==> src/rtl/trim_seq_if.sv <==
// Request/result bundle for trim_seq: the requester drives strobe, the
// per-channel magnitudes and gains and the overrun clear; the trimmer
// returns the packed results, the completion toggle and status flags.
interface trim_seq_if #(
    parameter int NCHAN      = 4,
    parameter int MAG_WIDTH  = 26,
    parameter int GAIN_WIDTH = 27
);
    logic                         strobe;
    logic [NCHAN*MAG_WIDTH-1:0]   magnitudes;
    logic [NCHAN*GAIN_WIDTH-1:0]  gains;
    logic                         overrunClear;
    logic [NCHAN*MAG_WIDTH-1:0]   trimmed;
    logic                         trimmedToggle;
    logic [NCHAN-1:0]             saturated;
    logic                         busy;
    logic                         overrun;

    modport master (
        output strobe, magnitudes, gains, overrunClear,
        input  trimmed, trimmedToggle, saturated, busy, overrun
    );

    modport slave (
        input  strobe, magnitudes, gains, overrunClear,
        output trimmed, trimmedToggle, saturated, busy, overrun
    );
endinterface

==> src/rtl/trim_seq.sv <==
// Multi-channel gain trimmer. A strobe snapshots all channel magnitudes and
// gains, then one shared pipelined multiplier processes the channels in
// ascending order. Rounded, saturated products are gathered in a hidden
// buffer and published to the outputs all at once, with a toggle marking
// each completed result set.
module trim_seq #(
    parameter int NCHAN        = 4,
    parameter int MAG_WIDTH    = 26,
    parameter int GAIN_WIDTH   = 27,
    parameter int MULT_LATENCY = 6
) (
    input logic       clk,
    input logic       reset,
    trim_seq_if.slave bus
);
    localparam int PW   = MAG_WIDTH + GAIN_WIDTH;
    localparam int RW   = MAG_WIDTH + 2;
    localparam int IDXW = (NCHAN > 1) ? $clog2(NCHAN) : 1;
    localparam logic [IDXW-1:0] LAST_CH = IDXW'(NCHAN - 1);

    typedef enum logic [1:0] {IDLE, ISSUE, DRAIN, UPDATE} state_t;

    state_t state, nextState;
    logic   accept, issueValid, doUpdate;

    logic [IDXW-1:0]       chIdx;
    logic [MAG_WIDTH-1:0]  magSnap  [NCHAN];
    logic [GAIN_WIDTH-1:0] gainSnap [NCHAN];

    logic [PW-1:0]   pipeData  [MULT_LATENCY];
    logic [IDXW-1:0] pipeTag   [MULT_LATENCY];
    logic            pipeValid [MULT_LATENCY];

    logic [PW-1:0]        pOut;
    logic [RW-1:0]        roundedSum;
    logic                 satNow;
    logic [MAG_WIDTH-1:0] resNow;
    logic                 unusedLowBits;

    logic [MAG_WIDTH-1:0] resultBuf [NCHAN];
    logic [NCHAN-1:0]     satBuf;

    logic [NCHAN*MAG_WIDTH-1:0] trimmedReg;
    logic [NCHAN-1:0]           saturatedReg;
    logic                       toggleReg;
    logic                       busyReg;
    logic                       overrunReg;

    // State register
    always_ff @(posedge clk or posedge reset) begin
        if (reset) state <= IDLE;
        else       state <= nextState;
    end

    // Next-state decode: accept in IDLE, issue one channel per cycle, wait for
    // the last channel's product to leave the pipeline, then publish
    always_comb begin
        nextState  = state;
        accept     = 1'b0;
        issueValid = 1'b0;
        doUpdate   = 1'b0;
        case (state)
            IDLE: begin
                if (bus.strobe) begin
                    accept    = 1'b1;
                    nextState = ISSUE;
                end
            end
            ISSUE: begin
                issueValid = 1'b1;
                if (chIdx == LAST_CH) nextState = DRAIN;
            end
            DRAIN: begin
                if (pipeValid[MULT_LATENCY-1] && pipeTag[MULT_LATENCY-1] == LAST_CH)
                    nextState = UPDATE;
            end
            UPDATE: begin
                doUpdate  = 1'b1;
                nextState = IDLE;
            end
            default: nextState = IDLE;
        endcase
    end

    // Snapshot inputs on acceptance and step the channel index while issuing
    always_ff @(posedge clk or posedge reset) begin
        if (reset) begin
            chIdx <= '0;
            for (int k = 0; k < NCHAN; k++) begin
                magSnap[k]  <= '0;
                gainSnap[k] <= '0;
            end
        end else if (accept) begin
            chIdx <= '0;
            for (int k = 0; k < NCHAN; k++) begin
                magSnap[k]  <= bus.magnitudes[k*MAG_WIDTH +: MAG_WIDTH];
                gainSnap[k] <= bus.gains[k*GAIN_WIDTH +: GAIN_WIDTH];
            end
        end else if (issueValid) begin
            chIdx <= chIdx + 1'b1;
        end
    end

    // Shared multiplier pipeline; each product carries a valid bit and its channel tag
    always_ff @(posedge clk or posedge reset) begin
        if (reset) begin
            for (int i = 0; i < MULT_LATENCY; i++) begin
                pipeData[i]  <= '0;
                pipeTag[i]   <= '0;
                pipeValid[i] <= 1'b0;
            end
        end else begin
            pipeData[0]  <= PW'(magSnap[chIdx]) * PW'(gainSnap[chIdx]);
            pipeTag[0]   <= chIdx;
            pipeValid[0] <= issueValid;
            for (int i = 1; i < MULT_LATENCY; i++) begin
                pipeData[i]  <= pipeData[i-1];
                pipeTag[i]   <= pipeTag[i-1];
                pipeValid[i] <= pipeValid[i-1];
            end
        end
    end

    // Scale the product back by the unity gain with round-half-up, then clamp
    always_comb begin
        pOut          = pipeData[MULT_LATENCY-1];
        roundedSum    = RW'(pOut[GAIN_WIDTH-1 +: MAG_WIDTH+1]) + RW'(pOut[GAIN_WIDTH-2]);
        satNow        = |roundedSum[RW-1:MAG_WIDTH];
        resNow        = satNow ? {MAG_WIDTH{1'b1}} : roundedSum[MAG_WIDTH-1:0];
        unusedLowBits = ^pOut[GAIN_WIDTH-3:0];
    end

    // Collect finished channels out of sight until the whole set is ready
    always_ff @(posedge clk or posedge reset) begin
        if (reset) begin
            satBuf <= '0;
            for (int k = 0; k < NCHAN; k++) resultBuf[k] <= '0;
        end else if (pipeValid[MULT_LATENCY-1]) begin
            resultBuf[pipeTag[MULT_LATENCY-1]] <= resNow;
            satBuf[pipeTag[MULT_LATENCY-1]]    <= satNow;
        end
    end

    // Publish the complete set in one edge and track busy and sticky overrun
    always_ff @(posedge clk or posedge reset) begin
        if (reset) begin
            trimmedReg   <= '0;
            saturatedReg <= '0;
            toggleReg    <= 1'b0;
            busyReg      <= 1'b0;
            overrunReg   <= 1'b0;
        end else begin
            if (doUpdate) begin
                for (int k = 0; k < NCHAN; k++)
                    trimmedReg[k*MAG_WIDTH +: MAG_WIDTH] <= resultBuf[k];
                saturatedReg <= satBuf;
                toggleReg    <= ~toggleReg;
            end
            if (accept)        busyReg <= 1'b1;
            else if (doUpdate) busyReg <= 1'b0;
            overrunReg <= (overrunReg & ~bus.overrunClear) | (bus.strobe & (state != IDLE));
        end
    end

    assign bus.trimmed       = trimmedReg;
    assign bus.saturated     = saturatedReg;
    assign bus.trimmedToggle = toggleReg;
    assign bus.busy          = busyReg;
    assign bus.overrun       = overrunReg;
endmodule

==> src/flat_wrapper.sv <==
// flat-port wrapper written by rule: the top's interface ports become plain ports
module trim_seq_flat 
#(
    parameter int NCHAN        = 4,
    parameter int MAG_WIDTH    = 26,
    parameter int GAIN_WIDTH   = 27,
    parameter int MULT_LATENCY = 6
)
  (clk, reset, bus_strobe, bus_magnitudes, bus_gains, bus_overrunClear, bus_trimmed, bus_trimmedToggle, bus_saturated, bus_busy, bus_overrun);
  trim_seq_if #(.NCHAN(NCHAN), .MAG_WIDTH(MAG_WIDTH), .GAIN_WIDTH(GAIN_WIDTH)) bus_i ();
  input logic clk;
  input logic reset;
  input wire logic [$bits(bus_i.strobe)-1:0] bus_strobe;
  input wire logic [$bits(bus_i.magnitudes)-1:0] bus_magnitudes;
  input wire logic [$bits(bus_i.gains)-1:0] bus_gains;
  input wire logic [$bits(bus_i.overrunClear)-1:0] bus_overrunClear;
  output wire logic [$bits(bus_i.trimmed)-1:0] bus_trimmed;
  output wire logic [$bits(bus_i.trimmedToggle)-1:0] bus_trimmedToggle;
  output wire logic [$bits(bus_i.saturated)-1:0] bus_saturated;
  output wire logic [$bits(bus_i.busy)-1:0] bus_busy;
  output wire logic [$bits(bus_i.overrun)-1:0] bus_overrun;
  assign bus_i.strobe = bus_strobe;
  assign bus_i.magnitudes = bus_magnitudes;
  assign bus_i.gains = bus_gains;
  assign bus_i.overrunClear = bus_overrunClear;
  assign bus_trimmed = bus_i.trimmed;
  assign bus_trimmedToggle = bus_i.trimmedToggle;
  assign bus_saturated = bus_i.saturated;
  assign bus_busy = bus_i.busy;
  assign bus_overrun = bus_i.overrun;
  trim_seq #(.NCHAN(NCHAN), .MAG_WIDTH(MAG_WIDTH), .GAIN_WIDTH(GAIN_WIDTH), .MULT_LATENCY(MULT_LATENCY)) u_core (.clk(clk), .reset(reset), .bus(bus_i));
endmodule
==> config.mk <==
export PLATFORM = sky130hd
export DESIGN_NAME = trim_seq_flat
export DESIGN_NICKNAME = d
export VERILOG_FILES = /design/src/rtl/trim_seq_if.sv /design/src/rtl/trim_seq.sv /design/src/flat_wrapper.sv
export SDC_FILE = /design/constraint.sdc
export NUM_CORES = 2
export LEC_CHECK = 0
export CORE_MARGIN = 2
export CORE_UTILIZATION = 45
export CTS_CLUSTER_DIAMETER = 150
export DETAILED_ROUTE_END_ITERATION = 6
export PLACE_DENSITY = 0.64
export SETUP_SLACK_MARGIN = 0.4
export SLEW_MARGIN = 0
export SYNTH_ARGS = -nofsm -noshare
export SYNTH_HDL_FRONTEND = slang
export SYNTH_SLANG_ARGS = --single-unit
==> constraint.sdc <==
create_clock -name clk -period 19.7 [get_ports clk]
set_clock_uncertainty 0.1 [all_clocks]
set_input_delay 2.955 -clock clk [delete_from_list [all_inputs] [get_ports clk]]
set_output_delay 2.955 -clock clk [all_outputs]
set_load 0.01 [all_outputs]
==> impl_results.md <==
- Status: completed
- Share of layout cells above drive strength 1: 0.139
- Top FF cell, synth: dfrtp_1
- Synth warn: 0
- CP most frequent cell: fa_1
- Register area share after synthesis: 0.348
- Layout overhead on the synthesized area: 14.9%
- H-tree levels: 2
- Clock transition at path regs: 0.07 ns
- Post-Syn Nets: 5121
- Initial antenna violation count: 5
- Worst skew pair latency: 0.65 ns
- Multi-input logic area: 0.0261 mm^2
- CTS tree: yes
- CP Max Fanout: 54
- Arrival @ worst endpoint: 10.20 ns
- Syn Std Cell Area: 0.0447 mm^2
- Final Cycle Share: 0.498
- Total Routing Usage GR: 0.249
- Register bit total from synthesis: 621
- DR iter-0 viols: 2879
- Final Hold Viols: 0
- Largest net degree at the start of global routing: 191
- Nets: 5356
- Final worst slack: between 9 and 10 ns
- Critical path class: reg -> reg
- FF/Latch Area: 0.0155 mm^2
- Via density per instance: 5.33
- IO Pins: roughly 330
- Critical-path top delay cell: dfrtp_4
- DRC: 0
- Setup TNS: 0 ns
- Max cap viols: 0
- Post-synth top area share: 0.348
- Chip height: 319 um
- Slowest Stage Delay on Critical Path: 0.98 ns
- Area contributors post-synth: dfrtp_1 (35%), fa_1 (27%), mux2_2 (9.4%)
- Crit end category: register
- PostCTS Resize Cnt: 0
- Slew headroom: 0.131
- Routed length per instance: 21.9 um
- Hold Buf Count CTS: 0
- Critical path launch point type: register
- Adder-Cell Fraction of Synth Area: 0.322
- Max Fclk: 0.102 GHz
- CTS buffer count: 59
- Reg2Reg Setup Slack: slightly below 10 ns
- IO buf count: ~330
- Gr ovfl total: 0
- Vias in the first global route: 31500
- EDFF count, synth: 0
- Ys async rst share: 1.00
- Largest family of logic cells by synthesized area: adder cells
- DRT Pass-1 Iters: 6
- CP Data Required Time: 20.10 ns
- Detail Placement HPWL: 93800 um
- Synth Area in Simple Gates: 0.0942
- Synth Area in Compound Gates: 0.0440
- Worst slack at placement: 10.09 ns
- Pins Over Slew Limit: 0
- Cell count after synthesis: slightly above 4000
- Initial Utilization: 0.454
- CTS sink count: 621
- Antenna viol nets, final: 0
- Mux contribution to synthesized area: 0.109
- First-pass GRT wire length: 194000 um
- Cell Rows: 115
- Root Driver: clkbuf_16
- Critical path's top delay family: adder cells
- Fillers: 8797
- Syn Area/Cell: roughly 11 um^2
- Worst Hold Class: reg -> reg
- Die area: 0.102 mm^2
- Routed WL: 125000 um
- WHS: 0.232 ns
- RSZ-0062 raised after global routing: false
- Gp weighted congestion: 0.924
- Via count: 30300
- Die extent in x: 319 um
- Core region area: slightly below 0.1 mm^2
- Synth cell types: 70
- Synth area leader: dfrtp_1
- Clock buffer depth: 3
- WP buf/inv: 5
- Xor and xnor fraction of the mapped netlist area: 0.00999
- Postcts setup bufs: 0
- Final Setup Violations: 0
- Worst-Margin Slew: 1.30 ns
- Final min period: 9.80 ns
==> Yosys cell counts, types with 3 or more instances <==
cell type / instances
fa_1: 597
buf_1: 14
nor3_1: 12
buf_6: 3
nand2_1: 490
mux4_2: 6
o21a_1: 44
dfrtp_1: 621
a211oi_1: 3
clkbuf_1: 169
xnor2_1: 34
o21ai_2: 4
nor2_1: 411
mux2_2: 372
a21o_1: 9
or2_2: 11
nand4_1: 20
mux2i_1: 50
o211ai_1: 5
o21ai_1: 67
a21oi_2: 4
inv_1: 652
and3_1: 6
a21oi_1: 76
ha_1: 195
nand2b_1: 9
buf_2: 19
nor2_2: 15
a31oi_1: 3
and2_1: 13
nor2b_1: 7
nand3b_1: 3
xor2_1: 17
nand3_1: 18
o21ai_0: 91
==> metal layers <==
metal | GRT usage | wire, um
met4 | 0.0597 | 2880
met2 | 0.370 | 55500
met5 | 0 | 0
met1 | 0.373 | 54800
met3 | 0.0537 | 11600
==> final cells by class <==
cell class,instances,share of cell area
flip-flops and latches,621,0.303
clock buffers,84,0.0329
well taps,1287,0.0313
repair buffers,379,0.0717
inverters,652,0.0477
diodes,5,0.000243
multi-input cells,2635,0.507
clock inverters,26,0.00645
==> placed cells by master (no fill, tap or decap), drive strengths merged, types with 16 or more instances in the layout <==
cell type / Yosys / layout
fa: 597 / 597
nor2: 428 / 428
ha: 195 / 195
nand2: 490 / 490
clkbuf: 169 / 84
inv: 652 / 654
o21ai: 162 / 162
nand3: 18 / 18
a21oi: 80 / 80
xor2: 17 / 17
dfrtp: 621 / 621
xnor2: 34 / 34
buf: 36 / 53
clkdlybuf4s50: 0 / 326
mux2i: 50 / 50
o21a: 44 / 44
nand4: 21 / 21
mux2: 373 / 373
clkinv: 0 / 16
==> path summary, 6_finish.rpt <==
kind | from | end | cells after the start
setup / recovery | u_core.chIdx[1] | u_core.pipeData[315] | 25
hold / removal | u_core.pipeData[82] | u_core.pOut[29] | 0
min in group asynchronous | reset | u_core.pipeData[92] | 3
max in group asynchronous | reset | u_core.gainSnap[8] | 6
hold reg to reg | u_core.pipeData[82] | u_core.pOut[29] | 0
setup reg to reg | u_core.chIdx[1] | u_core.pipeData[315] | 25
==> metrics by stage <==
| step | area [um^2] | std cells | utilization |
|---|---|---|---|
| global route | 51400 | 5689 | 0.522 |
| CTS | 51400 | 5684 | 0.522 |
| detailed placement | 49400 | 5574 | 0.502 |
| finish | 51400 | 5689 | 0.522 |
| global placement | 49400 | 5574 | 0.502 |
| floorplan | 44700 | 4113 | - |
==> sequential cells by signal (all words and copies together) (netlist names), 2 cells and up <==
name	flops
u_core.pipeData	140
u_core.bus.saturated	4
u_core.chIdx	2
u_core.gainSnap	108
u_core.pOut	28
u_core.satBuf	4
u_core.magSnap	104
u_core.pipeTag	12
u_core.bus.trimmed	104
u_core.pipeValid	6
u_core.resultBuf	104
u_core.state	2
==> kinds of logic after synthesis <==
kind of cell / after synthesis
AOI/OAI and AO/OA: 330
adders and majority gates: 792
buffers and inverters: 857
muxes: 431
xor gates and xnor gates: 51
and+or+nand+nor: 1031
DFF: 621
Power is not shown: default switching activity piles up to over one toggle a cycle in this logic, so the estimate is an artifact.
